**src/rtl/csa_pkg.sv**
```systemverilog
// csa_pkg: shared op encoding and default parameters for the pipelined carry-select adder
//   op_t       : OP_ADD / OP_SUB operation select
//   CSA_WIDTH  : default operand/result width
//   CSA_BLOCK  : default carry-select slice width
//   CSA_STAGES : default number of register stages
package csa_pkg;
    typedef enum logic {OP_ADD, OP_SUB} op_t;
    localparam int CSA_WIDTH  = 32;
    localparam int CSA_BLOCK  = 4;
    localparam int CSA_STAGES = 2;
endpackage

```
**src/rtl/csel_block.sv**
```systemverilog
// csel_block: one carry-select slice, both carry-in hypotheses computed in parallel
//   a, b   : slice operands (b already inverted for subtraction)
//   s0, c0 : sum and carry-out assuming carry-in = 0
//   s1, c1 : sum and carry-out assuming carry-in = 1
module csel_block #(
    parameter int BLOCK = 4
) (
    input  logic [BLOCK-1:0] a,
    input  logic [BLOCK-1:0] b,
    output logic [BLOCK-1:0] s0,
    output logic [BLOCK-1:0] s1,
    output logic             c0,
    output logic             c1
);
    assign {c0, s0} = {1'b0, a} + {1'b0, b};
    assign {c1, s1} = {1'b0, a} + {1'b0, b} + {{BLOCK{1'b0}}, 1'b1};
endmodule

```
**src/rtl/pipelined_select_adder.sv**
```systemverilog
// pipelined_select_adder: STAGES-deep carry-select adder/subtractor with valid/ready flow control
//   clk, rst_n          : clock, asynchronous active-low reset
//   in_valid, in_ready  : operand handshake (A, B, cin, op)
//   out_valid, out_ready: result handshake (S, cout, ovf, zero)
module pipelined_select_adder
    import csa_pkg::*;
#(
    parameter int WIDTH  = CSA_WIDTH,
    parameter int BLOCK  = CSA_BLOCK,
    parameter int STAGES = CSA_STAGES
) (
    input  logic             clk,
    input  logic             rst_n,
    input  logic             in_valid,
    output logic             in_ready,
    input  logic [WIDTH-1:0] A,
    input  logic [WIDTH-1:0] B,
    input  logic             cin,
    input  op_t              op,
    output logic             out_valid,
    input  logic             out_ready,
    output logic [WIDTH-1:0] S,
    output logic             cout,
    output logic             ovf,
    output logic             zero
);
    localparam int NBLK = WIDTH / BLOCK;
    localparam int SPS  = NBLK / STAGES;
    localparam int L    = STAGES - 1;

    // st_* are the inputs seen by each stage's slices; nx_* what that stage hands on
    logic [WIDTH-1:0]  st_a [STAGES];
    logic [WIDTH-1:0]  st_b [STAGES];
    logic [WIDTH-1:0]  st_s [STAGES];
    logic [WIDTH-1:0]  nx_s [STAGES];
    logic [STAGES-1:0] st_c, nx_c, ld, v;
    logic [BLOCK-1:0]  s0 [NBLK-1:1];
    logic [BLOCK-1:0]  s1 [NBLK-1:1];
    logic [NBLK-1:1]   c0, c1;
    logic [NBLK-1:0]   cy;
    logic [WIDTH-1:0]  sum;
    logic              ci;

    // Subtraction is folded in up front: invert B and the borrow, then everything is addition
    assign st_a[0] = A;
    assign st_b[0] = (op == OP_SUB) ? ~B : B;
    assign st_c[0] = (op == OP_SUB) ? ~cin : cin;
    assign st_s[0] = '0;

    for (genvar j = 1; j < NBLK; j++) begin : g_blk
        csel_block #(.BLOCK(BLOCK)) u_blk (
            .a  (st_a[j/SPS][j*BLOCK +: BLOCK]),
            .b  (st_b[j/SPS][j*BLOCK +: BLOCK]),
            .s0 (s0[j]),
            .s1 (s1[j]),
            .c0 (c0[j]),
            .c1 (c1[j])
        );
    end

    // Slice 0 ripples on the real carry; other slices select, restarting from the
    // registered carry at each stage boundary
    always_comb begin
        sum = '0;
        cy  = '0;
        ci  = 1'b0;
        for (int j = 0; j < NBLK; j++) begin
            if (j == 0) begin
                {cy[0], sum[0 +: BLOCK]} = {1'b0, st_a[0][0 +: BLOCK]} + {1'b0, st_b[0][0 +: BLOCK]}
                                         + {{BLOCK{1'b0}}, st_c[0]};
            end else begin
                ci = (j % SPS == 0) ? st_c[j / SPS] : cy[j - 1];
                sum[j*BLOCK +: BLOCK] = ci ? s1[j] : s0[j];
                cy[j] = c0[j] | (c1[j] & ci);
            end
        end
    end

    always_comb begin
        for (int k = 0; k < STAGES; k++) begin
            nx_s[k] = st_s[k];
            nx_s[k][k*SPS*BLOCK +: SPS*BLOCK] = sum[k*SPS*BLOCK +: SPS*BLOCK];
            nx_c[k] = cy[(k+1)*SPS-1];
        end
    end

    // Load enables ripple back from the output so empty stages always accept
    always_comb begin
        ld[L] = !v[L] || out_ready;
        for (int k = L - 1; k >= 0; k--) ld[k] = !v[k] || ld[k+1];
    end

    assign in_ready  = ld[0];
    assign out_valid = v[L];

    always_ff @(posedge clk or negedge rst_n) begin
        if (!rst_n) v <= '0;
        else for (int k = 0; k < STAGES; k++) if (ld[k]) v[k] <= (k == 0) ? in_valid : v[(k == 0) ? 0 : k - 1];
    end

    // Intermediate stages carry the operands forward; consumed low bits are never read again
    for (genvar k = 0; k < L; k++) begin : g_stg
        logic [WIDTH-1:0] a, b, s;
        logic             c;
        always_ff @(posedge clk or negedge rst_n) begin
            if (!rst_n) begin
                a <= '0;
                b <= '0;
                s <= '0;
                c <= 1'b0;
            end else if (ld[k]) begin
                a <= st_a[k];
                b <= st_b[k];
                s <= nx_s[k];
                c <= nx_c[k];
            end
        end
        assign st_a[k+1] = a;
        assign st_b[k+1] = b;
        assign st_s[k+1] = s;
        assign st_c[k+1] = c;
    end

    // Final stage registers the complete result and its flags
    always_ff @(posedge clk or negedge rst_n) begin
        if (!rst_n) begin
            S    <= '0;
            cout <= 1'b0;
            ovf  <= 1'b0;
            zero <= 1'b0;
        end else if (ld[L]) begin
            S    <= nx_s[L];
            cout <= nx_c[L];
            ovf  <= (st_a[L][WIDTH-1] == st_b[L][WIDTH-1]) && (nx_s[L][WIDTH-1] != st_a[L][WIDTH-1]);
            zero <= nx_s[L] == '0;
        end
    end
endmodule

```
**config.mk**
```make
export PLATFORM = sky130hd
export DESIGN_NAME = pipelined_select_adder
export DESIGN_NICKNAME = d
export VERILOG_FILES = /design/src/rtl/csa_pkg.sv /design/src/rtl/csel_block.sv /design/src/rtl/pipelined_select_adder.sv
export SDC_FILE = /design/constraint.sdc
export NUM_CORES = 1
export LEC_CHECK = 0
export BUFFER_PORTS_ARGS = -buffer_cell sky130_fd_sc_hd__buf_2
export CORE_MARGIN = 4
export CORE_UTILIZATION = 42
export CTS_CLUSTER_SIZE = 10
export DETAILED_ROUTE_END_ITERATION = 8
export GPL_ROUTABILITY_DRIVEN = 1
export PLACE_DENSITY = 0.75
export SYNTH_ARGS = -nofsm -noshare
export SYNTH_HDL_FRONTEND = slang
export SYNTH_SLANG_ARGS = --single-unit
```
**constraint.sdc**
```tcl
create_clock -name clk -period 6.9 [get_ports clk]
set_input_delay 2.07 -clock clk [delete_from_list [all_inputs] [get_ports clk]]
set_output_delay 2.07 -clock clk [all_outputs]
set_load 0.01 [all_outputs]
```
== Yosys cells after proc, flatten, opt, wreduce, memory -nomap -nowiden ==
Index checks and enable logic that the tools add are counted.

* Register bits after elaboration: 118
* Input port bits: 70
* Output and inout bits: 37
* Word-level logic and storage cells: 59

* Add/sub/neg operators: 16
* Equality and inequality tests: 2
* Mux-type cells: 9
* Bitwise operators: 16
* Reductions and logical operators: 6

{| class="wikitable"
|+ Operators by type and width
! cell !! number
|-
| adder 4 x 4 -> 5 bit || 8
|-
| adder 5 x 1 -> 5 bit (second input constant) || 7
|-
| zero test 32 bit || 1
|-
| two-way mux 32 bit || 1
|-
| NOT 32 bit || 1
|-
| two-way mux 4 bit || 7
|-
| AND 1 bit || 7
|-
| bitwise OR 1 bit || 7
|-
| adder 5 x 1 -> 5 bit || 1
|-
| zero test 1 bit || 2
|-
| logical OR 1 bit || 2
|-
| == test 1 bit || 1
|-
| logical AND 1 bit || 1
|-
| two-way mux 1 bit || 1
|-
| inequality test 1 bit || 1
|-
| NOT 1 bit || 1
|}

== Logic depth before layout (Yosys ltp) ==
* Depth in word-level cells: 11
* Gate-level depth with buffers: 13
* Mapped depth without buffers: 11

== By module ==
Synthesis repeated with hierarchy kept, for this count alone.

* Cell total of the unflattened synthesis: 536
* Area, all modules: 5398.9 um^2

{| class="wikitable"
|+ By module, submodules not included
! module !! instances !! cells an instance !! area each (um^2) !! seq. area each (um^2)
|-
| pipelined_select_adder || 1 || 396 || 4032.6 || 2152.1
|-
| csel_block || 7 || 20 || 195.2 || 0.0
|}

== Worst setup path after synthesis ==
Ideal clock, no wire load.

* Path type: input to output
* Start: in out_ready
* End: out in_ready
* Arrival: 3.261 ns
* Required time: 4.830 ns
* Setup slack: 1.569 ns
* Cell stages on the path: 7
* Buffers on the path: 4
* Cell sequence: nor2b_1 -> clkbuf_1 -> and2_1 -> clkbuf_1 -> inv_1 -> clkbuf_1 -> clkbuf_1

* Word-level cells in the longest chain between the ends: 2

{| class="wikitable"
|+ RTL lines
! what !! line !! source
|-
| from (decl) || pipelined_select_adder.sv:21 || <nowiki>input logic out_ready,</nowiki>
|-
| logical OR 1 bit || pipelined_select_adder.sv:89 || <nowiki>ld[L] = !v[L] || out_ready;</nowiki>
|-
| logical OR 1 bit || pipelined_select_adder.sv:90 || <nowiki>for (int k = L - 1; k >= 0; k--) ld[k] = !v[k] || ld[k+1];</nowiki>
|-
| to (decl) || pipelined_select_adder.sv:15 || <nowiki>output logic in_ready,</nowiki>
|}

Every way passes these cells.

== Worst setup path after layout ==
* Start: in op
* End: reg g_stg[0].s[13]

* Word-level cells in the longest chain between the ends: 8
* Elaborated cells between the ends (all ways): 15
* Those cells by class: add/sub: 8; mux: 3; bitwise: 4

{| class="wikitable"
|+ RTL lines
! what !! line !! source
|-
| from (decl) || pipelined_select_adder.sv:19 || <nowiki>input op_t op,</nowiki>
|-
| two-way mux 32 bit || pipelined_select_adder.sv:46 || <nowiki>assign st_b[0] = (op == OP_SUB) ? ~B : B;</nowiki>
|-
| adder 4 x 4 -> 5 bit, on equally long branches || csel_block.sv:15, csel_block.sv:16, pipelined_select_adder.sv:69 ||
|-
| adder 5 x 1 -> 5 bit, on equally long branches || csel_block.sv:16, pipelined_select_adder.sv:70 ||
|-
| AND 1 bit || pipelined_select_adder.sv:74 || <nowiki>cy[j] = c0[j] | (c1[j] & ci);</nowiki>
|-
| bitwise OR 1 bit || pipelined_select_adder.sv:74 ||
|-
| AND 1 bit || pipelined_select_adder.sv:74 ||
|-
| bitwise OR 1 bit || pipelined_select_adder.sv:74 ||
|-
| two-way mux 4 bit (*) || pipelined_select_adder.sv:73 || <nowiki>sum[j*BLOCK +: BLOCK] = ci ? s1[j] : s0[j];</nowiki>
|-
| to (signal assigned) || pipelined_select_adder.sv:114 || <nowiki>s <= nx_s[k];</nowiki>
|-
| to (decl) || pipelined_select_adder.sv:103 || <nowiki>logic [WIDTH-1:0] a, b, s;</nowiki>
|}

Mark *: on every way between the ends. The rest lies on a longest branch, timed or not.
A chain may end at the register's enable or synchronous reset.

==> flow_metrics.py <==
metrics = {
    "status": {
        "status": "completed",
    },
    "layout": {
        "antenna_cells": 0,
        "fin_nets": 785,
        "area_growth_pct": 18.83,
        "layout-drive-gt1-share_pct": 21.84,
        "fin_util_pct": 51.82,
        "fin_cells": 841,
    },
    "synth": {
        "syn_area_per_cell_um2": 9.289,
        "ys_ff_latch": 86,
        "ys_async_sr_fraction_pct": 100.0,
        "synth_edf_count": 0,
        "netlist_area_mm2": 0.005304,
        "synth_cell_types": 58,
        "synth_cells": 571,
        "syn_nets": 688,
        "yosysWarningCount": 0,
        "yosysSeqAreaShare_pct": 40.58,
        "ys.flop_type": "dfrtp_1",
    },
    "critical_path": {
        "r2r_slack_ps": 3660,
        "crit_fanout": 21,
        "worstPathRequired_ps": 7100,
        "endpoint_kind": "register",
        "crit_chain": "buf_2 -> buf_4 -> xor2_1 -> ha_1 -> inv_1 -> fa_1 -> xnor2_1 -> a41oi_1 -> o31ai_2 -> mux2i_1 -> o21ai_0",
        "arrival_ps": 5390,
        "start_kind": "input port",
        "path_class": "input port to register",
        "crit_path_max_incr_delay_ps": 670,
        "slowest_stage": "o31ai_2",
    },
    "power_and_ir_drop": {
        "cellLeakagePower_nw": 3.071,
        "peakVddDrop_mv": 0.1197,
        "p_per_area_mw_per_mm2": 315.7,
        "total_power_mw": 1.989,
    },
    "drt": {
        "top_layer": "met5",
        "vias": 4316,
        "wl_met3_um": 630,
        "wl_met2_um": 6219,
        "viasPerCell": 5.132,
        "firstDrtPassIters": 4,
        "routed_wl_um": 12650,
        "drc": 0,
        "wl_met1_um": 5580,
        "wl_per_cell_um": 15.04,
        "drtIter0Drc": 150,
        "drtAntennaViolNets": 0,
    },
    "floorplan": {
        "die-area_mm2": 0.01449,
        "dieHeight_um": 120.4,
        "start_util_pct": 43.61,
        "ios": 107,
        "die_w_um": 120.4,
        "rows": 40,
        "core-area_mm2": 0.01216,
    },
    "clock_network": {
        "cts_tree": "built",
        "cts_setup_buffers": 0,
        "numCtsBuffers": 9,
        "root_buffer": "clkbuf_16",
        "holdBufCountCts": 0,
        "htree_levels": 3,
        "clkSinkCount": 86,
        "clk_pin_slew_ps": 60,
        "clk_latency_ps": 340,
        "cts_buffer_depth": 2,
        "cts_resized": 0,
    },
    "global_route": {
        "track_usage_pct": 18.29,
        "grt_max_degree": 87,
        "grt.overflow.total": 0,
        "antenna_found_initial": 1,
        "grt_first_pass_wirelength_um": 21350,
        "grt_pass1_vias": 4596,
    },
    "placed_design": {
        "place_congestion": 0.8254,
        "dp.cells": 825,
        "numPortBuffers": 106,
        "place_hpwl_um": 9289,
    },
    "job": {
        "max_cap_violations": 0,
    },
    "timing": {
        "timing.setup.tns_ps": 0,
        "drv_slew": 0,
        "relSlewSlack_pct": 27.52,
        "fin_crit_ps": 5186,
        "max_freq_ghz": 0.1928,
        "worst_pin_slew_ps": 1087,
        "clock_skew_ps": 5.404,
        "setup-violations-final": 0,
        "hold_viol": 0,
        "rsz0062_at_grt": "no",
        "finalCritPeriodShare_pct": 75.16,
    },
    "hold_path": {
        "hold_path_class": "register to register",
    },
}
## placed cells by master, fill, tap and decap left out, types with 3 or more instances in the layout
cell,Yosys,routed
a21o_1,10,10
fa_1,9,9
xor2_1,31,31
clkbuf_16,0,9
o21ai_0,33,33
nor2b_1,6,5
ha_1,38,38
nand4_1,4,4
nand2b_1,7,7
a21oi_1,27,27
nor4_1,5,5
nor2_1,26,26
buf_4,0,6
nor3_1,3,3
nand3_1,9,9
dfrtp_1,86,86
nand2_1,139,139
inv_1,22,22
xnor2_1,33,33
a31oi_1,6,6
buf_2,0,105
mux2i_1,7,7
## cells in the mapped netlist, types with 2 or more instances
cell | number | area (um2)
nand2_1 | 139 | 521.8
dfrtp_1 | 86 | 2152
ha_1 | 38 | 475.5
o21ai_0 | 33 | 165.2
xnor2_1 | 33 | 289.0
xor2_1 | 31 | 271.5
a21oi_1 | 27 | 135.1
nor2_1 | 26 | 97.59
inv_1 | 22 | 82.58
clkbuf_1 | 21 | 78.83
a21o_1 | 10 | 75.07
fa_1 | 9 | 180.2
nand3_1 | 9 | 45.04
mux2i_1 | 7 | 70.07
nand2b_1 | 7 | 43.79
a31oi_1 | 6 | 37.54
nor2b_1 | 6 | 37.54
nor4_1 | 5 | 31.28
nand4_1 | 4 | 25.02
nor3_1 | 3 | 15.01
a2111oi_2 | 2 | 30.03
a211oi_1 | 2 | 15.01
a21o_2 | 2 | 17.52
a41oi_1 | 2 | 17.52
and2_1 | 2 | 12.51
and3_1 | 2 | 12.51
buf_1 | 2 | 7.510
mux2_2 | 2 | 22.52
o2111ai_1 | 2 | 17.52
o21ai_1 | 2 | 10.01
o31ai_2 | 2 | 25.02
## worst max-delay path: cells and delay by family
family                   cells  cell delay, ps
buffers and inverters        3             860
multiplexers                 1             240
XOR/XNOR                     2             520
adder cells (fa/ha/maj)      2             590
AO/OA/AOI/OAI                3            1090
## registers in the layout, indices dropped and copies added, names as in the netlist, 2 cells and up
name,cells
S,32
g_stg.a,16
g_stg.b,16
g_stg.s,16
v,2
## cell families (layout without fill, tap and decap cells)
family | after synthesis | count (layout) | synth area share [%]
simple gates | 216 | 216 | 18.42
compound gates | 101 | 101 | 12.46
flops | 86 | 86 | 40.58
xor+xnor | 64 | 64 | 10.57
fa+ha+maj | 47 | 47 | 12.36
buf+inv | 47 | 149 | 3.657
mux | 10 | 10 | 1.958
## final timing paths
kind / start / endpoint / cells after the start
max: op / g_stg[0].s[13]$_DFFE_PN0P_ / 11
min: S[9]$_DFFE_PN0P_ / S[9]$_DFFE_PN0P_ / 2
max reg2reg: g_stg[0].b[16]$_DFFE_PN0P_ / zero$_DFFE_PN0P_ / 10
min reg2reg: S[9]$_DFFE_PN0P_ / S[9]$_DFFE_PN0P_ / 2
max in group asynchronous: rst_n / g_stg[0].a[28]$_DFFE_PN0P_ / 1
min in group asynchronous: rst_n / g_stg[0].a[23]$_DFFE_PN0P_ / 1
## where the power goes
| part | leakage [nW] | switching, mW | total (mW) | internal, mW |
|---|---|---|---|---|
| registers | 1.02 | 0.0993 | 0.739 | 0.640 |
| clock network | 0.160 | 0.201 | 0.529 | 0.328 |
| logic | 1.89 | 0.411 | 0.721 | 0.311 |
## per-stage QoR
stage	setup slack, ps	area [um2]	hold WS [ps]
6_report	1714	6302	468.3
5_1_grt	1383	6302	481.2
4_1_cts	1712	6302	472.8
3_5_place_dp	1329	5977	459.3
3_3_place_gp	1558	5977	450.9
2_1_floorplan	1569	5304	425.2
## per-layer routing
layer / global-route usage [%] / vias up
met1: 22.44 / 2083
met3: 4.303 / 19
met4: 6.799 / 2
met2: 31.33 / 98
met5: 0 / -
li1: - / 2114
## layout make-up
cell class / count / area, um2
clock inverters: 5 / 82.58
flip-flops and latches: 86 / 2152
fillers: 1103 / 5859
well taps: 168 / 210.2
multi-input cells: 438 / 2962
clock buffers: 11 / 242.7
repair buffers: 111 / 570.5
inverters: 22 / 82.58
No activity file was read; power rests on OpenSTA's default activity.
